==> src/rtl/code_lock_seq.sv <==
`timescale 1ns/1ps
// code_lock_seq: sequential two-digit combination lock with failure lockout
// and active-low seven-segment status displays.
//
// state     | meaning
// ----------+-----------------------------------------------------------
// S_ENTRY   | collecting digit pairs, one per enter press
// S_VERDICT | single cycle: judge the accumulated mismatch flag
// S_OPEN    | correct code seen, unlocked high until the next press
// S_LOCKOUT | too many failed attempts, presses ignored until timer ends
module code_lock_seq #(
   parameter int unsigned              NUM_STEPS      = 3,
   parameter logic [8*NUM_STEPS-1:0]   CODE           = 24'h281996,
   parameter int unsigned              MAX_FAILS      = 3,
   parameter int unsigned              LOCKOUT_CYCLES = 50000000
) (
   input  logic       clock,
   input  logic       reset,
   input  logic [3:0] A,
   input  logic [3:0] B,
   input  logic       enter,
   output logic       unlocked,
   output logic       locked_out,
   output logic [3:0] step,
   output logic [6:0] H1,
   output logic [6:0] H2,
   output logic [6:0] H3,
   output logic [6:0] H4,
   output logic [6:0] H5
);

   localparam int unsigned TW          = (LOCKOUT_CYCLES > 1) ? $clog2(LOCKOUT_CYCLES) : 1;
   localparam logic [TW-1:0] TIMER_LOAD = TW'(LOCKOUT_CYCLES - 1);
   localparam logic [3:0]  LAST_STEP    = 4'(NUM_STEPS - 1);
   localparam logic [3:0]  FAIL_LAST    = 4'(MAX_FAILS - 1);
   localparam logic [3:0]  FAIL_MAX     = 4'(MAX_FAILS);

   typedef enum logic [1:0] {
      S_ENTRY   = 2'd0,
      S_VERDICT = 2'd1,
      S_OPEN    = 2'd2,
      S_LOCKOUT = 2'd3
   } state_t;

   state_t        r_state;
   logic [3:0]    r_step;
   logic [3:0]    r_fail_cnt;
   logic          r_mismatch;
   logic          r_enter_q;
   logic [TW-1:0] r_timer;
   logic          r_unlocked;
   logic          r_locked_out;

   logic          w_press;
   logic [7:0]    w_code_byte;
   logic          w_neq;
   logic [6:0]    w_glyph;

   function automatic logic [6:0] seg7(input logic [3:0] d);
      logic [6:0] s;
      case (d)
         4'h0: s = 7'h3F;
         4'h1: s = 7'h06;
         4'h2: s = 7'h5B;
         4'h3: s = 7'h4F;
         4'h4: s = 7'h66;
         4'h5: s = 7'h6D;
         4'h6: s = 7'h7D;
         4'h7: s = 7'h07;
         4'h8: s = 7'h7F;
         4'h9: s = 7'h67;
         4'hA: s = 7'h77;
         4'hB: s = 7'h7C;
         4'hC: s = 7'h39;
         4'hD: s = 7'h5E;
         4'hE: s = 7'h79;
         default: s = 7'h71;
      endcase
      return s;
   endfunction

   assign w_press = enter & ~r_enter_q;
   assign w_neq   = ({A, B} != w_code_byte);

   // select the expected pair for the current step; step 0 lives in the top byte
   always_comb begin
      w_code_byte = 8'h00;
      for (int unsigned i = 0; i < NUM_STEPS; i++) begin
         if (r_step == 4'(i)) begin
            w_code_byte = CODE[8*(NUM_STEPS-1-i) +: 8];
         end
      end
   end

   // lock sequencer; unlocked/locked_out are set on the same edge as the state
   always_ff @(posedge clock or negedge reset) begin
      if (!reset) begin
         r_state      <= S_ENTRY;
         r_step       <= 4'd0;
         r_fail_cnt   <= 4'd0;
         r_mismatch   <= 1'b0;
         r_enter_q    <= 1'b0;
         r_timer      <= '0;
         r_unlocked   <= 1'b0;
         r_locked_out <= 1'b0;
      end else begin
         r_enter_q <= enter;
         case (r_state)
            S_ENTRY: begin
               if (w_press) begin
                  r_mismatch <= r_mismatch | w_neq;
                  r_step     <= r_step + 4'd1;
                  if (r_step == LAST_STEP) begin
                     r_state <= S_VERDICT;
                  end
               end
            end
            S_VERDICT: begin
               r_step     <= 4'd0;
               r_mismatch <= 1'b0;
               if (!r_mismatch) begin
                  r_state    <= S_OPEN;
                  r_fail_cnt <= 4'd0;
                  r_unlocked <= 1'b1;
               end else if (r_fail_cnt == FAIL_LAST) begin
                  r_state      <= S_LOCKOUT;
                  r_timer      <= TIMER_LOAD;
                  r_fail_cnt   <= r_fail_cnt + 4'd1;
                  r_locked_out <= 1'b1;
               end else begin
                  r_state <= S_ENTRY;
                  if (r_fail_cnt < FAIL_MAX) begin
                     r_fail_cnt <= r_fail_cnt + 4'd1;
                  end
               end
            end
            S_OPEN: begin
               if (w_press) begin
                  r_state    <= S_ENTRY;
                  r_unlocked <= 1'b0;
               end
            end
            S_LOCKOUT: begin
               if (r_timer == '0) begin
                  r_state      <= S_ENTRY;
                  r_fail_cnt   <= 4'd0;
                  r_locked_out <= 1'b0;
               end else begin
                  r_timer <= r_timer - TW'(1);
               end
            end
            default: r_state <= S_ENTRY;
         endcase
      end
   end

   // state glyph for the status display
   always_comb begin
      w_glyph = 7'h79;
      case (r_state)
         S_ENTRY:   w_glyph = 7'h79;
         S_VERDICT: w_glyph = 7'h39;
         S_OPEN:    w_glyph = 7'h3F;
         S_LOCKOUT: w_glyph = 7'h38;
         default:   w_glyph = 7'h79;
      endcase
   end

   assign unlocked   = r_unlocked;
   assign locked_out = r_locked_out;
   assign step       = r_step;
   assign H1         = ~seg7(A);
   assign H2         = ~seg7(B);
   assign H3         = ~seg7(r_step);
   assign H4         = ~seg7(r_fail_cnt);
   assign H5         = ~w_glyph;

endmodule

==> config.mk <==
export PLATFORM = sky130hd
export DESIGN_NAME = code_lock_seq
export DESIGN_NICKNAME = d
export VERILOG_FILES = /design/src/rtl/code_lock_seq.sv
export SDC_FILE = /design/constraint.sdc
export NUM_CORES = 1
export LEC_CHECK = 0
export CORE_MARGIN = 1
export CORE_UTILIZATION = 45
export CTS_BUF_LIST = sky130_fd_sc_hd__clkbuf_8 sky130_fd_sc_hd__clkbuf_16
export CTS_CLUSTER_SIZE = 28
export DETAILED_ROUTE_END_ITERATION = 10
export GPL_TIMING_DRIVEN = 0
export PLACE_DENSITY = 0.71
export SLEW_MARGIN = 20
export SYNTH_ARGS = -nofsm -noshare
export SYNTH_HDL_FRONTEND = slang
export SYNTH_SLANG_ARGS = --single-unit
==> constraint.sdc <==
create_clock -name clock -period 5.4 [get_ports clock]
set_clock_uncertainty 0.15 [all_clocks]
set_input_delay 1.08 -clock clock [delete_from_list [all_inputs] [get_ports clock]]
set_output_delay 1.08 -clock clock [all_outputs]
set_load 0.02 [all_outputs]
==> impl_metrics.tcl <==
set metrics [dict create \
    holdPathStages 1 \
    most-common-layout-cells "clkdlybuf4s50_1 (47), dfrtp_1 (40), nor2_1 (37)" \
    antenna_found_initial 0 \
    vdd_drop_max_mv 0.3711 \
    critical_path.most_common_cell "clkdlybuf4s50_1" \
    gp_congestion 0.8543 \
    grt_pass1_vias 2883 \
    ctsHtreeMaxLevel 2 \
    async_flop_share_pct 100.0 \
    drt-initial-drc-count 252 \
    fin_nets 481 \
    synth_top_flop_cell "dfrtp_1" \
    numCtsBuffers 5 \
    crit_chain "clkdlybuf4s50_1 -> inv_1 -> ha_1 -> nor2_1 -> or3b_2 -> o31ai_1 -> clkdlybuf4s50_1" \
    vias_per_cell 5.774 \
    num_rows 30 \
    clk_pin_slew_ps 70 \
    cp_top_family "buffers and inverters" \
    path_buf_inv 3 \
    wl_um 8046 \
    p_leak_nw 1.736 \
    worstPathMaxFanout 6 \
    hold_buffers 0 \
    grt_pass1_wl_um 13390 \
    rsz0062_at_grt "no" \
    area_delta_synth_final_pct 21.87 \
    fp.dieW_um 86.37 \
    timing.hold.ws_ps 396.2 \
    tritoncts "done" \
    critPathMaxStageDelay_ps 650 \
    post_cts_buffers 0 \
    die_h_um 86.37 \
    worst_slew_pin_slew_ps 499.3 \
    fin_tns_setup_ps 0 \
    slew_headroom_pct 66.46 \
    yosysSeqAreaShare_pct 31.25 \
    start_kind "input port" \
    placedCellCount 538 \
    critPathArrivalTime_ps 3370 \
    grt_max_degree 30 \
    setup_viol 0 \
    finalCritPeriodShare_pct 85.21 \
    ioPinCount 52 \
    antenna_cells 0 \
    vias 3147 \
    place_hpwl_um 5933 \
    cts_resized 0 \
    core_region_area_sq_mm 0.006832 \
    firstDrtPassIters 5 \
    syn_area_sq_mm 0.003203 \
    dieArea_sq_mm 0.007459 \
    pwr_density_cell_mw_per_mm2 561.1 \
    hold_viol 0 \
    drive_above_1_share_pct 6.236 \
    period_minus_slack_ps 4601 \
    final_cells 545 \
    initial_utilization_pct 46.89 \
    synth_edf_count 0 \
    ys_types 68 \
    cap_violations 0 \
    cp-end-kind "output port" \
    syn_area_per_cell_sq_um 8.192 \
    crit_cells 7 \
    path_class "input port to output port" \
    clock-sinks 40 \
    wl_per_cell_um 14.76 \
    yosys_register_bits 40 \
    layout_commonest_cell "clkdlybuf4s50_1" \
    cp.required_ps 4170 \
    reg2reg_depth 9 \
    post-route-util_pct 57.14 \
    n_fill_cell 667 \
    io_buffers 48 \
    status "completed" \
    antenna_left 0 \
    worstHoldPathType "flip-flop to flip-flop" \
    drc 0 \
    clockBufferDepth 2 \
    gr-usage-all-layers_pct 22.23 \
    yosys_warnings 0 \
    clock_latency_ps 290 \
    root_buffer "clkbuf_8" \
    cp_slowest_cell "clkdlybuf4s50_1" \
    gr-total-overflow 0 \
    timing.final.max_slew_violations 0 \
    synth_cells 391 \
    fmax_ghz 0.2173 \
]
## per-stage QoR
step                total power, mW  setup WS (ps)  area (sq um)
finish                        2.190          798.5          3904
global route                  2.367          673.3          3904
CTS                           2.189          802.5          3904
detailed placement            1.991          812.3          3826
global placement              1.969          808.8          3811
floorplan                     1.500           2063          3211
## Yosys cell counts, drive strengths merged (3+ instances only)
cell,number,share of area [%]
nand2,36,4.2
nand2b,5,0.98
clkbuf,12,1.4
xor2,4,1.1
and3,4,0.78
or3,10,2.0
nor4,6,1.8
a21oi,29,4.6
nor2b,4,0.78
a211oi,3,0.70
a31oi,7,1.4
buf,10,1.8
inv,21,2.5
o31ai,15,3.5
o32ai,4,1.1
o211ai,7,1.6
nor2,37,4.3
or4,10,2.3
o21ai,24,3.7
nand3,11,1.7
ha,21,8.2
mux2i,7,2.2
nor3,10,1.7
nand4,4,0.98
a22o,3,0.82
o22ai,6,1.2
and4,5,1.4
dfrtp,40,31
## metal layers
layer / up-vias / GRT usage, % / part of all wire [%]
met5: - / 0 / 0
met2: 85 / 36.15 / 47
met1: 1494 / 31.67 / 48
met4: 0 / 4.697 / 0.76
met3: 8 / 2.952 / 4.2
li1: 1560 / - / -
## power breakdown
group          internal, mW  total, mW  switching [mW]
Sequential            0.403      0.537           0.134
Combinational         0.596       1.47           0.870
Clock                0.0860      0.188           0.102
Total                  1.08       2.19            1.11
## final timing paths
kind	startpoint	slack (ps)	to
max in group asynchronous	reset	4120	unlocked
min in group asynchronous	reset	520	r_timer[13]
worst min register to register	r_timer[0]	400	r_timer[0]
worst min-delay path	r_timer[0]	400	r_timer[0]
worst max-delay path	A[1]	800	H1[0]
worst max register to register	r_fail_cnt[0]	2780	r_timer[17]
## worst reg2reg max path, cell delays in order, from the launching register on
cell and delay (ps):
dfrtp_1 440, inv_1 110, ha_1 230, and4bb_2 300, nor2_1 100, a211o_1 370
buf_4 210, buf_2 210, o31ai_1 270, nand3_1 110
## final cells by class
type / count / area [sq um] / share of cell area (%)
Multi-Input combinational cell: 308 / 2019 / 51.73
Sequential cell: 40 / 1001 / 25.64
Timing Repair Buffer: 49 / 495.5 / 12.69
Tap cell: 96 / 120.1 / 3.077
Buffer: 22 / 103.9 / 2.660
Inverter: 23 / 86.33 / 2.212
Clock buffer: 5 / 68.82 / 1.763
Clock inverter: 2 / 8.758 / 0.2244
## kinds of logic (layout without fill, tap and decap cells)
group,count (synthesis),after routing,synth area share (%)
other,1,3,0.1171
AND/OR/NAND/NOR,155,155,27.07
XOR/XNOR,5,5,1.367
multiplexers,8,8,2.539
adder cells (fa/ha/maj),21,21,8.203
AO/OA/AOI/OAI,116,116,23.52
buffers and inverters,45,101,5.938
flip-flops,40,40,31.25
## sequential cells by signal, summed over array words and instances (netlist names)
register,cells
r_fail_cnt,4
unlocked,1
r_enter_q,1
step,4
r_mismatch,1
locked_out,1
r_state,2
r_timer,26
(Power assumes the default switching activity.)
